<file path="src/rtl/nibble_shift_pkg.sv">
// Shared definitions for the nibble shift controller slice.
// Contents: FSM state enum and the datapath widths used by
// nibble_shift_ctrl and shift_tick_gen.
package nibble_shift_pkg;

  localparam int unsigned NIBBLE_W = 4;
  localparam int unsigned BITCNT_W = 3;
  localparam int unsigned PRESC_W  = 8;

  typedef enum logic [1:0] {
    IDLE  = 2'd0,
    LOAD  = 2'd1,
    SHIFT = 2'd2,
    DONE  = 2'd3
  } state_t;

endpackage

</file>
<file path="src/rtl/nibble_shift_ctrl_shift_tick_gen.sv">
// shift_tick_gen: DIV prescaler that paces the shift-enable pulses.
// Ports:
//   clk   - clock, rising edge
//   reset - synchronous active-high reset, clears the prescaler
//   start - preset the prescaler to DIV-1 (asserted during LOAD)
//   run   - count enable (asserted during SHIFT)
//   tick  - high in a run cycle where the prescaler is 0
module shift_tick_gen
  import nibble_shift_pkg::*;
#(
  parameter int unsigned DIV = 1
) (
  input  logic clk,
  input  logic reset,
  input  logic start,
  input  logic run,
  output logic tick
);

  localparam logic [PRESC_W-1:0] RELOAD = PRESC_W'(DIV - 1);

  logic [PRESC_W-1:0] presc;

  assign tick = run && (presc == '0);

  // Reload on zero so the counter never wraps below 0.
  always_ff @(posedge clk) begin
    if (reset) begin
      presc <= '0;
    end else if (start) begin
      presc <= RELOAD;
    end else if (run) begin
      if (presc == '0) presc <= RELOAD;
      else             presc <= presc - 1'b1;
    end
  end

endmodule

</file>
<file path="src/rtl/nibble_shift_ctrl.sv">
// nibble_shift_ctrl: sequencer feeding a 4-bit right-shift register.
// Accepts nibbles over valid/ready, then issues one load pulse followed
// by NBITS shift-enable pulses spaced DIV cycles apart, and a done pulse.
// Optional feature macro: NIBBLE_SHIFT_CTRL_PREFETCH_EN adds a one-entry
// prefetch slot so back-to-back nibbles run with period 4*DIV+2.
// Ports:
//   clk, reset         - clock and synchronous active-high reset
//   in_valid, in_data  - upstream nibble handshake (input side)
//   in_ready           - controller can accept a nibble this cycle
//   load, data         - load pulse and nibble for the shift register
//   ena                - shift pulse for the shift register
//   busy               - high from the load cycle through the done cycle
//   done               - one-cycle pulse after the last shift
module nibble_shift_ctrl
  import nibble_shift_pkg::*;
#(
  parameter int unsigned DIV   = 1,
  parameter int unsigned NBITS = 4
) (
  input  logic                clk,
  input  logic                reset,
  input  logic                in_valid,
  input  logic [NIBBLE_W-1:0] in_data,
  output logic                in_ready,
  output logic                load,
  output logic                ena,
  output logic [NIBBLE_W-1:0] data,
  output logic                busy,
  output logic                done
);

  state_t              state;
  logic [BITCNT_W-1:0] bitcnt;
  logic [NIBBLE_W-1:0] hold;
  logic                xfer;
  logic                tick;
  logic                tick_start;
  logic                tick_run;
  logic                last_bit;

`ifdef NIBBLE_SHIFT_CTRL_PREFETCH_EN
  logic                next_full;
  logic [NIBBLE_W-1:0] next_data;

  assign in_ready = !reset && ((state == IDLE) || !next_full);
`else
  assign in_ready = !reset && (state == IDLE);
`endif

  assign xfer       = in_valid && in_ready;
  assign tick_start = (state == LOAD);
  assign tick_run   = (state == SHIFT);
  assign last_bit   = tick && (bitcnt == BITCNT_W'(NBITS - 1));
  assign ena        = tick;
  assign data       = hold;

  shift_tick_gen #(.DIV(DIV)) u_tick (
    .clk   (clk),
    .reset (reset),
    .start (tick_start),
    .run   (tick_run),
    .tick  (tick)
  );

  always_ff @(posedge clk) begin
    if (reset) begin
      state  <= IDLE;
      bitcnt <= '0;
      hold   <= '0;
      load   <= 1'b0;
      busy   <= 1'b0;
      done   <= 1'b0;
`ifdef NIBBLE_SHIFT_CTRL_PREFETCH_EN
      next_full <= 1'b0;
      next_data <= '0;
`endif
    end else begin
      load <= 1'b0;
      done <= 1'b0;
      case (state)
        IDLE: begin
          if (xfer) begin
            hold  <= in_data;
            state <= LOAD;
            load  <= 1'b1;
            busy  <= 1'b1;
          end
        end
        LOAD: begin
          bitcnt <= '0;
          state  <= SHIFT;
        end
        SHIFT: begin
          if (tick) begin
            bitcnt <= bitcnt + 1'b1;
            if (last_bit) begin
              state <= DONE;
              done  <= 1'b1;
            end
          end
        end
        DONE: begin
`ifdef NIBBLE_SHIFT_CTRL_PREFETCH_EN
          // A nibble accepted during DONE with the slot empty bypasses the
          // slot and loads straight away, keeping the back-to-back period.
          if (next_full) begin
            hold      <= next_data;
            next_full <= 1'b0;
            state     <= LOAD;
            load      <= 1'b1;
          end else if (xfer) begin
            hold  <= in_data;
            state <= LOAD;
            load  <= 1'b1;
          end else begin
            state <= IDLE;
            busy  <= 1'b0;
          end
`else
          state <= IDLE;
          busy  <= 1'b0;
`endif
        end
        default: begin
          state <= IDLE;
          busy  <= 1'b0;
        end
      endcase
`ifdef NIBBLE_SHIFT_CTRL_PREFETCH_EN
      if (xfer && ((state == LOAD) || (state == SHIFT))) begin
        next_data <= in_data;
        next_full <= 1'b1;
      end
`endif
    end
  end

endmodule

</file>
<file path="config.mk">
export PLATFORM = sky130hd
export DESIGN_NAME = nibble_shift_ctrl
export DESIGN_NICKNAME = d
export VERILOG_FILES = /design/src/rtl/nibble_shift_pkg.sv /design/src/rtl/nibble_shift_ctrl_shift_tick_gen.sv /design/src/rtl/nibble_shift_ctrl.sv
export SDC_FILE = /design/constraint.sdc
export NUM_CORES = 1
export LEC_CHECK = 0
export ABC_AREA = 1
export CELL_PAD_IN_SITES_DETAIL_PLACEMENT = 0
export CELL_PAD_IN_SITES_GLOBAL_PLACEMENT = 1
export CORE_MARGIN = 2
export CORE_UTILIZATION = 40
export CTS_CLUSTER_DIAMETER = 120
export DETAILED_ROUTE_END_ITERATION = 7
export MAX_ROUTING_LAYER = met4
export PLACE_DENSITY_LB_ADDON = 0.1
export SLEW_MARGIN = 20
export SYNTH_ARGS = -nofsm -noshare
export SYNTH_HDL_FRONTEND = slang
export SYNTH_SLANG_ARGS = --single-unit
export TNS_END_PERCENT = 20
</file>
<file path="constraint.sdc">
create_clock -name clk -period 2.15 [get_ports clk]
set_clock_uncertainty 0.05 [all_clocks]
set_input_delay 0.43 -clock clk [delete_from_list [all_inputs] [get_ports clk]]
set_output_delay 0.43 -clock clk [all_outputs]
set_load 0.1 [all_outputs]
</file>
# Word-level counts from Yosys, hierarchy flattened
# Cells that the tools add are included.
[word_totals]
ff_bits = 20
[classes]
add_sub_neg = 2
eq_ne = 7
n_mux = 11
n_bitwise = 3
n_reduce_logical = 16
[op_table]
columns = ["cell", "n"]
rows = [
  ["logical NOT 8 bit", 1],
  ["2-to-1 mux 8 bit", 1],
  ["case mux 2 bit (4 select lines)", 1],
  ["subtractor 8 x 1 -> 8 bit, second input constant", 1],
  ["2-to-1 mux 2 bit", 3],
  ["!= test 2 bit, second input constant", 3],
  ["case mux 3 bit (2 select lines)", 1],
  ["AND reduction 2 bit", 3],
  ["equality test 2 bit, second input constant", 2],
  ["logical AND 1 bit", 4],
  ["nonzero test 2 bit", 2],
  ["OR reduction 2 bit", 2],
  ["adder 3 x 1 -> 3 bit, second input constant", 1],
  ["equality test 3 x 2 -> 1 bit, second input constant", 1],
  ["2-to-1 mux 1 bit", 3],
  ["2-to-1 mux 3 bit", 1],
  ["inverter 1 bit", 3],
  ["AND reduction 3 bit", 1],
  ["OR reduction 3 bit", 1],
  ["equality test 2 x 1 -> 1 bit, second input constant", 1],
  ["logical NOT 2 bit", 1],
  ["case mux 1 bit (2 select lines)", 1],
  ["logical NOT 1 bit", 1],
]

# Depth between registers and ports, before layout
[logic_depth]
ltp_word = 6
depth_mapped = 9
ltp_nobuf = 9

# By module
# Synthesis repeated with hierarchy kept, for this count alone.
[hier_totals]
hier_cells = 138
area_unflattened_um2 = 1049.8
[by_module_without_submodules]
columns = ["module", "instances", "cells_per_inst", "area_each_um2"]
rows = [
  ["nibble_shift_ctrl", 1, 69, 563.0],
  ["shift_tick_gen", 1, 69, 486.7],
]

# Worst setup path before layout
# OpenSTA, ideal clock, no wires.
[synth_path]
kind = "register to register"
startpoint = "register state[0]"
endpoint = "register state[1]"
setup_time_ns = 0.115
arrival_ns = 2.549
required_ns = 1.985
slack_ns = -0.564
stages_incl_launch_ff = 10
n_path_buf = 0
period_less_slack_ns = 2.714
cell_sequence = "dfxtp_1 inv_1 ha_1 inv_1 nor2_1 nand2_2 nand2_1 nand3_1 nand2_1 nor2_1"
[synth_via]
elab_chain_len = 5
[synth_rtl]
columns = ["item", "line_no", "text"]
rows = [
  ["from (decl)", "nibble_shift_ctrl.sv:32", "state_t state;"],
  ["from (signal assigned)", "nibble_shift_ctrl.sv:67", "state <= IDLE;"],
  ["from (signal assigned)", "nibble_shift_ctrl.sv:84", "state <= LOAD;"],
  ["from (signal assigned)", "nibble_shift_ctrl.sv:91", "state <= SHIFT;"],
  ["logical NOT 2 bit", "nibble_shift_ctrl.sv:47", "assign in_ready = !reset && (state == IDLE);"],
  ["logical AND 1 bit", "nibble_shift_ctrl.sv:47", ""],
  ["named net in_ready", "nibble_shift_ctrl.sv:24", "output logic in_ready,"],
  ["logical AND 1 bit", "nibble_shift_ctrl.sv:50", "assign xfer = in_valid && in_ready;"],
  ["!= test 2 bit (no source line)", "n/a", ""],
  ["AND reduction 3 bit (no source line)", "n/a", ""],
]
# The timed path passes the listed nets, and every way through them passes these cells.
# A chain may end at the register's enable or synchronous reset.

# Worst setup path after layout
[layout_path]
startpoint = "register state[0]"
endpoint = "output port ena"
[layout_via]
elab_chain_len = 2
[layout_rtl]
columns = ["item", "line_no", "text"]
rows = [
  ["equality test 2 bit", "nibble_shift_ctrl.sv:52", "assign tick_run = (state == SHIFT);"],
  ["logical AND 1 bit", "nibble_shift_ctrl_shift_tick_gen.sv:24", "assign tick = run && (presc == '0);"],
  ["to (decl)", "nibble_shift_ctrl.sv:26", "output logic ena,"],
]
# Every way passes these cells.

==> summary.md <==
| Metric | Value |
|---|---|
| Io pins | `16` |
| Max Root-Sink Buffers | `2` |
| Final setup viols | `0` |
| Commonest non-fill, non-tap cell in the layout | `nand2_1` |
| Post-Syn Instances | `roughly 130` |
| Most frequent cells in the layout | `nand2_1 (28), dfxtp_1 (20), inv_1 (18), nor2_1 (10), nand3_1 (9)` |
| Startpoint class of the critical path | `flop` |
| Crit-path leading delay family | `buffers and inverters` |
| CTS sink count | `20` |
| CP required | `approximately 1700 ps` |
| Average wire per standard cell | `9.91 um` |
| Peak VDD IR | `1010 uV` |
| Max-slew headroom | `74.7%` |
| Post-DP HPWL | `1350 um` |
| Total grt overflow | `0` |
| M2 GR Usage | `23.8%` |
| Status | `completed` |
| Crit-path cells | `inv_1, ha_2, nand3_4, inv_2, buf_12` |
| Die Span Y | `approximately 54 um` |
| Mapped Nets | `~140` |
| Achievable frequency | `just under 500 MHz` |
| Most used routing layer | `met2` |
| Min-delay src | `data[2]` |
| YS warnings | `0` |
| Crit-path max FO | `9` |
| Vias/cell | `about 4.5` |
| Clk Tree Root Cell | `clkbuf_4` |
| Clock latency on the worst-skew pair | `300 ps` |
| Worst path slowest cell | `dfxtp_1` |
| Register area share after synthesis | `about two fifths` |
| Starting DRC count in detailed routing | `12` |
| Worst-path clk slew | `~110 ps` |
| Max_cap viols | `0` |
| RSZ-0062 raised after global routing | `false` |
| Critical Path Source | `state[0]` |
| Mean Syn Cell Area | `just under 8 um^2` |
| Buffers on Ports | `15` |
| Die ar. | `between 2000 and 3000 um^2` |
| Pre-CTS WS | `a little under 300 ps` |
| Inst Count DP | `~170` |
| DRT antenna net count | `0` |
| Layout cells sized above 1 | `around 17%` |
| P per Cell Area | `roughly 1500 nW/um^2` |
| HP Class | `flop to flop` |
| Cell area after synthesis | `a little under 1000 um^2` |
| Critical path endpoint category | `output pin` |
| Layout Cells excl Fill | `approximately 180` |
| LEAKAGE | `slightly below 0.6 nW` |
| Nets | `162` |
| Routability Congestion | `0.755` |
| Setup WS post-layout | `between 100 and 150 ps` |
| TritonRoute pass-1 iters | `3` |
| Cts hold-fix bufs | `0` |
| Final hold vios | `0` |
| Crit path buf inv count | `3` |
| Wire length of the first global-routing pass | `around 2800 um` |
| ANT cells | `0` |
| Number of fill cells in the layout | `247` |
| CTS tree | `built` |
| Area of the multi-input gates | `between 500 and 600 um^2` |
| Final WL | `around 1700 um` |
| Count of cell types in the netlist | `23` |
| Worst Hold Slack | `between 400 and 500 ps` |
| RR Startpoint | `state[0]` |
| Starting Density | `about two fifths` |
| Crit path arrival time | `around 1500 ps` |
| Core Footprint | `2410 um^2` |
| Slew @ Worst Pin | `around 380 ps` |
| Number of global-route vias before repair | `666` |
| Final Cycle Share | `a little over nine tenths` |
| Largest net degree at the start of global routing | `12` |
| Die Wd | `53.7 um` |
| Seq cells post-synth | `20` |
| Core Rows | `18` |
| Routed vias | `approximately 790` |
| GR Layer Usage met3 | `2.50%` |
| Delay of the slowest critical-path stage | `between 300 and 400 ps` |
| Pins Over Slew Limit | `0` |
| Inserted Clock Buffers | `3` |
| Area Growth Syn to Fin | `23.2%` |
| Sequential standard cell area | `400 um^2` |
| WS Path Type | `flop to output pin` |
| DRC viols | `0` |
| Post-route setup TNS | `0 ps` |
| Met1 capacity usage during global routing | `between 15 and 20%` |
| Design Power | `1.79 mW` |
| Clock period minus worst slack | `a little over 2000 ps` |
| Antenna violations before repair | `0` |
| Total Routing Usage GR | `around 14%` |
| Htree depth | `1` |
[routing by layer]
| layer | share of wire, % | routed length (um) | up-vias |
|---|---|---|---|
| met3 | 3.3 | 58 | 4 |
| met1 | 45 | 789 | 338 |
| li1 | - | - | 438 |
| met4 | 2.1 | 37 | 0 |
| met5 | 0 | 0 | - |
| met2 | 49 | 850 | 13 |
[power breakdown]
group	leakage, nW	switching [mW]	total, mW	internal (mW)
clock network	0.0210	0.115	0.218	0.103
logic	0.395	0.712	1.03	0.323
registers	0.163	0.0673	0.542	0.475
total	0.579	0.894	1.79	0.901
[through the flow]
stage / instance area (um^2) / utilization (%)
final: 1220 / 50.5
after global routing: 1220 / 50.5
after CTS: 1210 / 50.4
after detailed placement: 1180 / 48.9
after global placement: 1180 / 48.9
after floorplan: 995 / -
[cell families (layout without fill, tap and decap cells)]
| kind of cell | count (synthesis) | after routing | share of synthesized area [%] |
|---|---|---|---|
| xor gates and xnor gates | 2 | 2 | 1.77 |
| adders and majority gates | 9 | 9 | 11.4 |
| buffers and inverters | 23 | 41 | 9.12 |
| DFF | 20 | 20 | 40.6 |
| and+or+nand+nor | 59 | 59 | 29.3 |
| AOI/OAI and AO/OA | 14 | 14 | 7.86 |
[state kept, by name, indices dropped and copies added (netlist names)]
signal and count:
u_tick.presc 8, data 4, state 2, bitcnt 3
load 1, busy 1, done 1
[worst paths after layout]
check / endpoint / slack (ps) / cells past startpoint
setup / recovery: ena / 140 / 5
hold / removal: data[2] / 430 / 2
setup reg to reg: u_tick.presc[7] / 500 / 7
hold reg to reg: data[2] / 430 / 2
[final cells by class]
cell class                      count  share of cell area (%)
Multi-Input combinational cell     84                    41.7
Sequential cell                    20                    32.9
Timing Repair Buffer               15                    12.6
Inverter                           22                    6.79
Tap cell                           30                    3.09
Clock buffer                        4                    2.98
[synthesized netlist by cell type]
library cell / instances / area [um^2]
a211oi_1: 1 / 7.51
a21oi_1: 8 / 40.0
a22oi_1: 1 / 7.51
buf_4: 1 / 7.51
clkinv_1: 1 / 3.75
dfxtp_1: 20 / 400
ha_1: 9 / 113
inv_1: 18 / 67.6
inv_2: 3 / 11.3
nand2_1: 28 / 105
nand2_2: 2 / 12.5
nand2_4: 1 / 11.3
nand3_1: 9 / 45.0
nand3_2: 1 / 10.0
nand3_4: 1 / 17.5
nor2_1: 11 / 41.3
nor2_4: 2 / 22.5
nor3_1: 2 / 10.0
nor3b_1: 1 / 7.51
o21a_1: 1 / 7.51
o21ai_0: 3 / 15.0
or2_0: 1 / 6.26
xor2_1: 2 / 17.5
[timing repair]
action | CTS | global route
setup buffers | 0 | 0
hold endpoints to repair | 0 | 0
resized for setup | 0 | 1
setup endpoints to repair | 0 | 1
[worst reg2reg max path, delay by kind of cell (launching register included)]
family                     cells  cell delay [ps]
adders and majority gates      1              320
buffers and inverters          1              130
DFF                            1              350
and+or+nand+nor                5              700
No activity file was read; power rests on OpenSTA's default activity.
